--- config.mk ---
export PLATFORM = sky130hd
export DESIGN_NAME = rot_cmd_sequencer
export DESIGN_NICKNAME = d
export VERILOG_FILES = /design/src/rtl/rot_cmd_sequencer_pkg.sv /design/src/rtl/rot_cmd_sequencer.sv
export SDC_FILE = /design/constraint.sdc
export NUM_CORES = 1
export LEC_CHECK = 0
export ABC_AREA = 1
export CAP_MARGIN = 20
export CORE_MARGIN = 2
export CORE_UTILIZATION = 42
export DETAILED_ROUTE_END_ITERATION = 10
export PLACE_DENSITY = 0.86
export SLEW_MARGIN = 30
export SYNTH_ARGS = -nofsm -noshare
export SYNTH_HDL_FRONTEND = slang
export SYNTH_SLANG_ARGS = --single-unit
export TNS_END_PERCENT = 5
--- constraint.sdc ---
create_clock -name clk -period 4.9 [get_ports clk]
set_input_delay 0.98 -clock clk [delete_from_list [all_inputs] [get_ports clk]]
set_output_delay 0.98 -clock clk [all_outputs]
set_load 0.02 [all_outputs]
--- src/rtl/rot_cmd_sequencer_pkg.sv ---
// Shared definitions for the rotator command sequencer and the 100-bit rotator it drives.
package rot_cmd_sequencer_pkg;

    localparam int unsigned ROT_WIDTH = 100;
    localparam int unsigned ROT_CNT_W = 7;

    typedef enum logic [1:0] {
        OP_LOAD  = 2'b00,
        OP_ROT_R = 2'b01,
        OP_ROT_L = 2'b10,
        OP_NOP   = 2'b11
    } op_e;

    typedef enum logic [1:0] {
        ENA_HOLD = 2'b00,
        ENA_SHR  = 2'b01,
        ENA_SHL  = 2'b10
    } ena_e;

    typedef enum logic [1:0] {
        IDLE    = 2'b00,
        LOAD_ST = 2'b01,
        ROTATE  = 2'b10,
        DONE    = 2'b11
    } state_e;

endpackage

--- src/rtl/rot_cmd_sequencer.sv ---
// Expands handshaked commands into rotator load/ena cycles and reports completion.
module rot_cmd_sequencer
    import rot_cmd_sequencer_pkg::*;
#(
    parameter int unsigned WIDTH = ROT_WIDTH,
    parameter int unsigned CNT_W = ROT_CNT_W
) (
    input  logic             clk,
    input  logic             areset,
    input  logic             cmd_valid,
    output logic             cmd_ready,
    input  logic [1:0]       cmd_op,
    input  logic [CNT_W-1:0] cmd_count,
    input  logic [WIDTH-1:0] cmd_data,
    input  logic             abort,
    output logic             load,
    output logic [1:0]       ena,
    output logic [WIDTH-1:0] data,
    output logic             busy,
    output logic             done,
    output logic             aborted,
    output logic [CNT_W-1:0] steps_left
);

    state_e           r_state;
    logic             r_load;
    logic [1:0]       r_ena;
    logic [WIDTH-1:0] r_data;
    logic             r_busy;
    logic             r_done;
    logic             r_aborted;
    logic [CNT_W-1:0] r_steps_left;

    state_e           w_state_nxt;
    logic             w_load_nxt;
    logic [1:0]       w_ena_nxt;
    logic [WIDTH-1:0] w_data_nxt;
    logic             w_busy_nxt;
    logic             w_done_nxt;
    logic             w_aborted_nxt;
    logic [CNT_W-1:0] w_steps_nxt;
    logic [CNT_W-1:0] w_cnt_red;

    // Counts of WIDTH or more wrap once; CNT_W guarantees one subtraction is enough.
    assign w_cnt_red = (cmd_count < CNT_W'(WIDTH)) ? cmd_count
                                                   : cmd_count - CNT_W'(WIDTH);

    assign cmd_ready  = (r_state == IDLE);
    assign load       = r_load;
    assign ena        = r_ena;
    assign data       = r_data;
    assign busy       = r_busy;
    assign done       = r_done;
    assign aborted    = r_aborted;
    assign steps_left = r_steps_left;

    always_ff @(posedge clk or posedge areset) begin
        if (areset) begin
            r_state      <= IDLE;
            r_load       <= 1'b0;
            r_ena        <= ENA_HOLD;
            r_data       <= '0;
            r_busy       <= 1'b0;
            r_done       <= 1'b0;
            r_aborted    <= 1'b0;
            r_steps_left <= '0;
        end else begin
            r_state      <= w_state_nxt;
            r_load       <= w_load_nxt;
            r_ena        <= w_ena_nxt;
            r_data       <= w_data_nxt;
            r_busy       <= w_busy_nxt;
            r_done       <= w_done_nxt;
            r_aborted    <= w_aborted_nxt;
            r_steps_left <= w_steps_nxt;
        end
    end

    always_comb begin
        w_state_nxt   = r_state;
        w_load_nxt    = 1'b0;
        w_ena_nxt     = ENA_HOLD;
        w_data_nxt    = r_data;
        w_busy_nxt    = 1'b0;
        w_done_nxt    = 1'b0;
        w_aborted_nxt = r_aborted;
        w_steps_nxt   = r_steps_left;

        case (r_state)
            IDLE: begin
                if (cmd_valid) begin
                    case (cmd_op)
                        OP_LOAD: begin
                            w_state_nxt = LOAD_ST;
                            w_load_nxt  = 1'b1;
                            w_data_nxt  = cmd_data;
                            w_busy_nxt  = 1'b1;
                        end
                        OP_ROT_R, OP_ROT_L: begin
                            if (w_cnt_red != '0) begin
                                w_state_nxt = ROTATE;
                                w_ena_nxt   = (cmd_op == OP_ROT_R) ? ENA_SHR : ENA_SHL;
                                w_busy_nxt  = 1'b1;
                                w_steps_nxt = w_cnt_red;
                            end else begin
                                w_state_nxt   = DONE;
                                w_done_nxt    = 1'b1;
                                w_aborted_nxt = 1'b0;
                                w_steps_nxt   = '0;
                            end
                        end
                        default: begin
                            w_state_nxt   = DONE;
                            w_done_nxt    = 1'b1;
                            w_aborted_nxt = 1'b0;
                            w_steps_nxt   = '0;
                        end
                    endcase
                end
            end
            LOAD_ST: begin
                w_state_nxt   = DONE;
                w_done_nxt    = 1'b1;
                w_aborted_nxt = 1'b0;
            end
            ROTATE: begin
                // The final step wins over a coincident abort.
                if (r_steps_left == CNT_W'(1)) begin
                    w_state_nxt   = DONE;
                    w_done_nxt    = 1'b1;
                    w_aborted_nxt = 1'b0;
                    w_steps_nxt   = '0;
                end else if (abort) begin
                    w_state_nxt   = DONE;
                    w_done_nxt    = 1'b1;
                    w_aborted_nxt = 1'b1;
                    w_steps_nxt   = r_steps_left - CNT_W'(1);
                end else begin
                    w_ena_nxt   = r_ena;
                    w_busy_nxt  = 1'b1;
                    w_steps_nxt = r_steps_left - CNT_W'(1);
                end
            end
            DONE: begin
                w_state_nxt = IDLE;
            end
            default: begin
                w_state_nxt = IDLE;
            end
        endcase
    end

endmodule

==> results.sh <==
export IMPL_outcome="finished clean"
export IMPL_post_cts_setup_buffers=0
export IMPL_grt_pass1_vias=4531
export IMPL_cts_resized=0
export IMPL_final_instance_count_excl_fill=957
export IMPL_synth_seq_cells=115
export IMPL_ir_drop_mv=0.377
export IMPL_worst_path_buf_inv=2
export IMPL_fmax_mhz=346
export IMPL_h_tree_depth=4
export IMPL_ys_types=32
export IMPL_synth_most_common_cell="nand2_1"
export IMPL_r2r_start="r_state[0]"
export IMPL_cp_top_family="buffers and inverters"
export IMPL_yosysSeqAreaShare_pct=58.5
export IMPL_core_region_area_sq_um=11400
export IMPL_rsz0062_at_grt="false"
export IMPL_areaGrowthSynthToFinish_pct=60.4
export IMPL_syn_inst=575
export IMPL_r2r_slack_ns=2.73
export IMPL_cp_required_ns=3.92
export IMPL_path_class="reg2out"
export IMPL_drt_initial_drc_count=310
export IMPL_antenna_found_initial=0
export IMPL_die_width_microns=112
export IMPL_drt_wl_total_mm=13.4
export IMPL_nets=928
export IMPL_timing_rr_end="data[8]"
export IMPL_cts_tree="built"
export IMPL_slew_headroom_pct=51.2
export IMPL_globalRouteMet1Util_pct=27.0
export IMPL_ant_nets=0
export IMPL_clk_pin_slew_ns=0.05
export IMPL_worstPathArrival_ns=1.91
export IMPL_syn_nets=700
export IMPL_drv_slew=0
export IMPL_hp_start="data[30]"
export IMPL_gp_congestion=0.882
export IMPL_power_density_nw_per_um2=652
export IMPL_cp_slowest_cell="clkdlybuf4s50_1"
export IMPL_yosysTopAreaCellShare_pct=58.5
export IMPL_cts_path_max_buffers=2
export IMPL_synth_common_cells="nand2_1, dfrtp_1, inv_1"
export IMPL_drcViolationCount=0
export IMPL_use_met3_pct=5.62
export IMPL_cp_cell_sequence="inv_1 -> ha_1 -> clkdlybuf4s50_1"
export IMPL_insertion_delay_ns=0.40
export IMPL_n_antenna_cell=0
export IMPL_wl_per_cell_microns=14.0
export IMPL_dieArea_sq_um=12600
export IMPL_finalSetupViolations=0
export IMPL_place_detailed_hpwl_mm=9.47
export IMPL_holdBufCountCts=0
export IMPL_reg2regPathDepth=8
export IMPL_die_h_microns=112
export IMPL_ys_warn_count=0
export IMPL_grt_busiest_layer="met2"
export IMPL_critPathLaunchType="register"
export IMPL_via_per_inst=4.71
export IMPL_netlist_top_cells_area="dfrtp_1, nand2_1, ha_1, inv_1, buf_4"
export IMPL_track_usage_pct=22.0
export IMPL_synth_async_reset_ratio_pct=100
export IMPL_endpoint_kind="primary output"
export IMPL_ios=227
export IMPL_synth_area_sq_um=4920
export IMPL_worst_slew_pin_slew_ns=0.733
export IMPL_max_stage_delay_ns=0.65
export IMPL_min_path_cells=2
export IMPL_finalSetupTns_ns=0
export IMPL_drive_gt1_share_pct=6.63
export IMPL_grt_max_degree=102
export IMPL_syn_avg_cell_area_sq_um=8.55
export IMPL_synth_edf_count=0
export IMPL_cp_max_fo=6
export IMPL_portBuffers=226
export IMPL_synth_top_area_cell="dfrtp_1"
export IMPL_p_leak_uw=0.00391
export IMPL_cts_sinks=115
export IMPL_finalHoldViolCount=0
export IMPL_layout_min_cycle_time_ns=2.89
export IMPL_ys_flop_type="dfrtp_1"
export IMPL_initial_core_util_pct=43.1
export IMPL_dp_cells=927
export IMPL_skew_ns=0.0128
export IMPL_drtPass1Iterations=5
export IMPL_cts_root_buf="clkbuf_16"
export IMPL_cts_buffers=17
export IMPL_grt_util_met2_pct=37.6
export IMPL_post_route_period_util_pct=58.9
export IMPL_hold_path_endpoint="data[30]"
export IMPL_grt_pass1_wl_mm=22.1
export IMPL_vias=4510
export IMPL_cap_violations=0
export IMPL_min_path_type="reg2reg"
export IMPL_num_rows=39
export IMPL_grt_ovfl_total=0
==> layout make-up <==
class / count / area [sq um]
fill: 890 / 3530
sequential: 115 / 2880
timing repair buffer: 230 / 2310
inverter: 28 / 108
clock inverter: 10 / 134
tap: 143 / 179
clock buffer: 20 / 457
multi-input combinational: 411 / 1820
==> through the flow <==
stage | instance area, sq um | util, % | total power (uW) | setup slack (ns) | hold WS (ns)
floorplan | 4920 | - | 2770 | 0.876 | 0.545
global placement | 7290 | 63.9 | 3850 | 1.83 | 0.452
detailed placement | 7290 | 63.9 | 3920 | 1.74 | 0.457
CTS | 7880 | 69.0 | 5180 | 2.00 | 0.469
global route | 7890 | 69.1 | 5450 | 1.94 | 0.493
finish | 7890 | 69.1 | 5140 | 2.01 | 0.465
==> worst register-to-register path, delay by kind of cell (launching register included) <==
kind,cells,cell delay [ns]
adder cells (fa/ha/maj),1,0.29
buffers and inverters,3,0.90
flip-flops,1,0.40
AND/OR/NAND/NOR,4,0.50
==> placed cells by master (no fill, tap or decap), types with 2 or more instances in the layout <==
| cell type | n |
|---|---|
| nor3_1 | 2 |
| o21ai_1 | 2 |
| dfrtp_1 | 115 |
| clkinvlp_4 | 2 |
| clkbuf_16 | 17 |
| a22oi_1 | 3 |
| clkbuf_8 | 2 |
| nor2_4 | 3 |
| nand4_1 | 2 |
| inv_1 | 23 |
| nor2_1 | 9 |
| nor2_2 | 2 |
| buf_4 | 2 |
| or2_2 | 2 |
| clkdlybuf4s50_1 | 226 |
| clkinv_2 | 4 |
| nand2_4 | 2 |
| inv_2 | 4 |
| xor2_1 | 2 |
| o21ai_0 | 4 |
| bufinv_16 | 3 |
| nand2_2 | 2 |
| nand2_1 | 333 |
| a21oi_1 | 11 |
| ha_1 | 12 |
| nand3_1 | 11 |
==> worst max path at each step <==
stage / start / end / slack [ns] / cells past startpoint
after floorplan: areset / aborted / 0.88 / 1
after global placement: cmd_op[0] / data[38] / 1.83 / 8
after detailed placement: cmd_op[0] / data[5] / 1.74 / 8
after CTS: r_state[1] / cmd_ready / 2.00 / 3
after global routing: r_state[1] / cmd_ready / 1.94 / 3
final: r_state[1] / cmd_ready / 2.01 / 3
==> logic make-up after synthesis <==
kind of cell / after synthesis / share of synthesized area (%)
buf+inv: 49 / 4.45
simple gates: 369 / 29.8
compound gates: 27 / 3.59
fa+ha+maj: 12 / 3.05
flops: 115 / 58.5
xor+xnor: 3 / 0.535
==> registers in the layout, indices dropped and copies added (netlist names) <==
signal	cells
busy	1
data	100
load	1
ena	2
aborted	1
steps_left	7
r_state	2
done	1
==> routing by layer <==
| metal | wire (microns) | share of wire, % | up-vias |
|---|---|---|---|
| met3 | 906 | 6.7 | 20 |
| met4 | 267 | 2.0 | 0 |
| met1 | 5540 | 41 | 2106 |
| met2 | 6720 | 50 | 167 |
| met5 | 0 | 0 | - |
| li1 | - | - | 2217 |
==> power by group <==
part	leakage (uW)	internal, uW	switching, uW	total [uW]
clock	0.000288	817	418	1230
sequential	0.00146	1380	257	1640
combinational	0.00217	1050	1220	2270
total	0.00391	3250	1890	5140
Note: power is estimated with default switching activity, not from simulation.
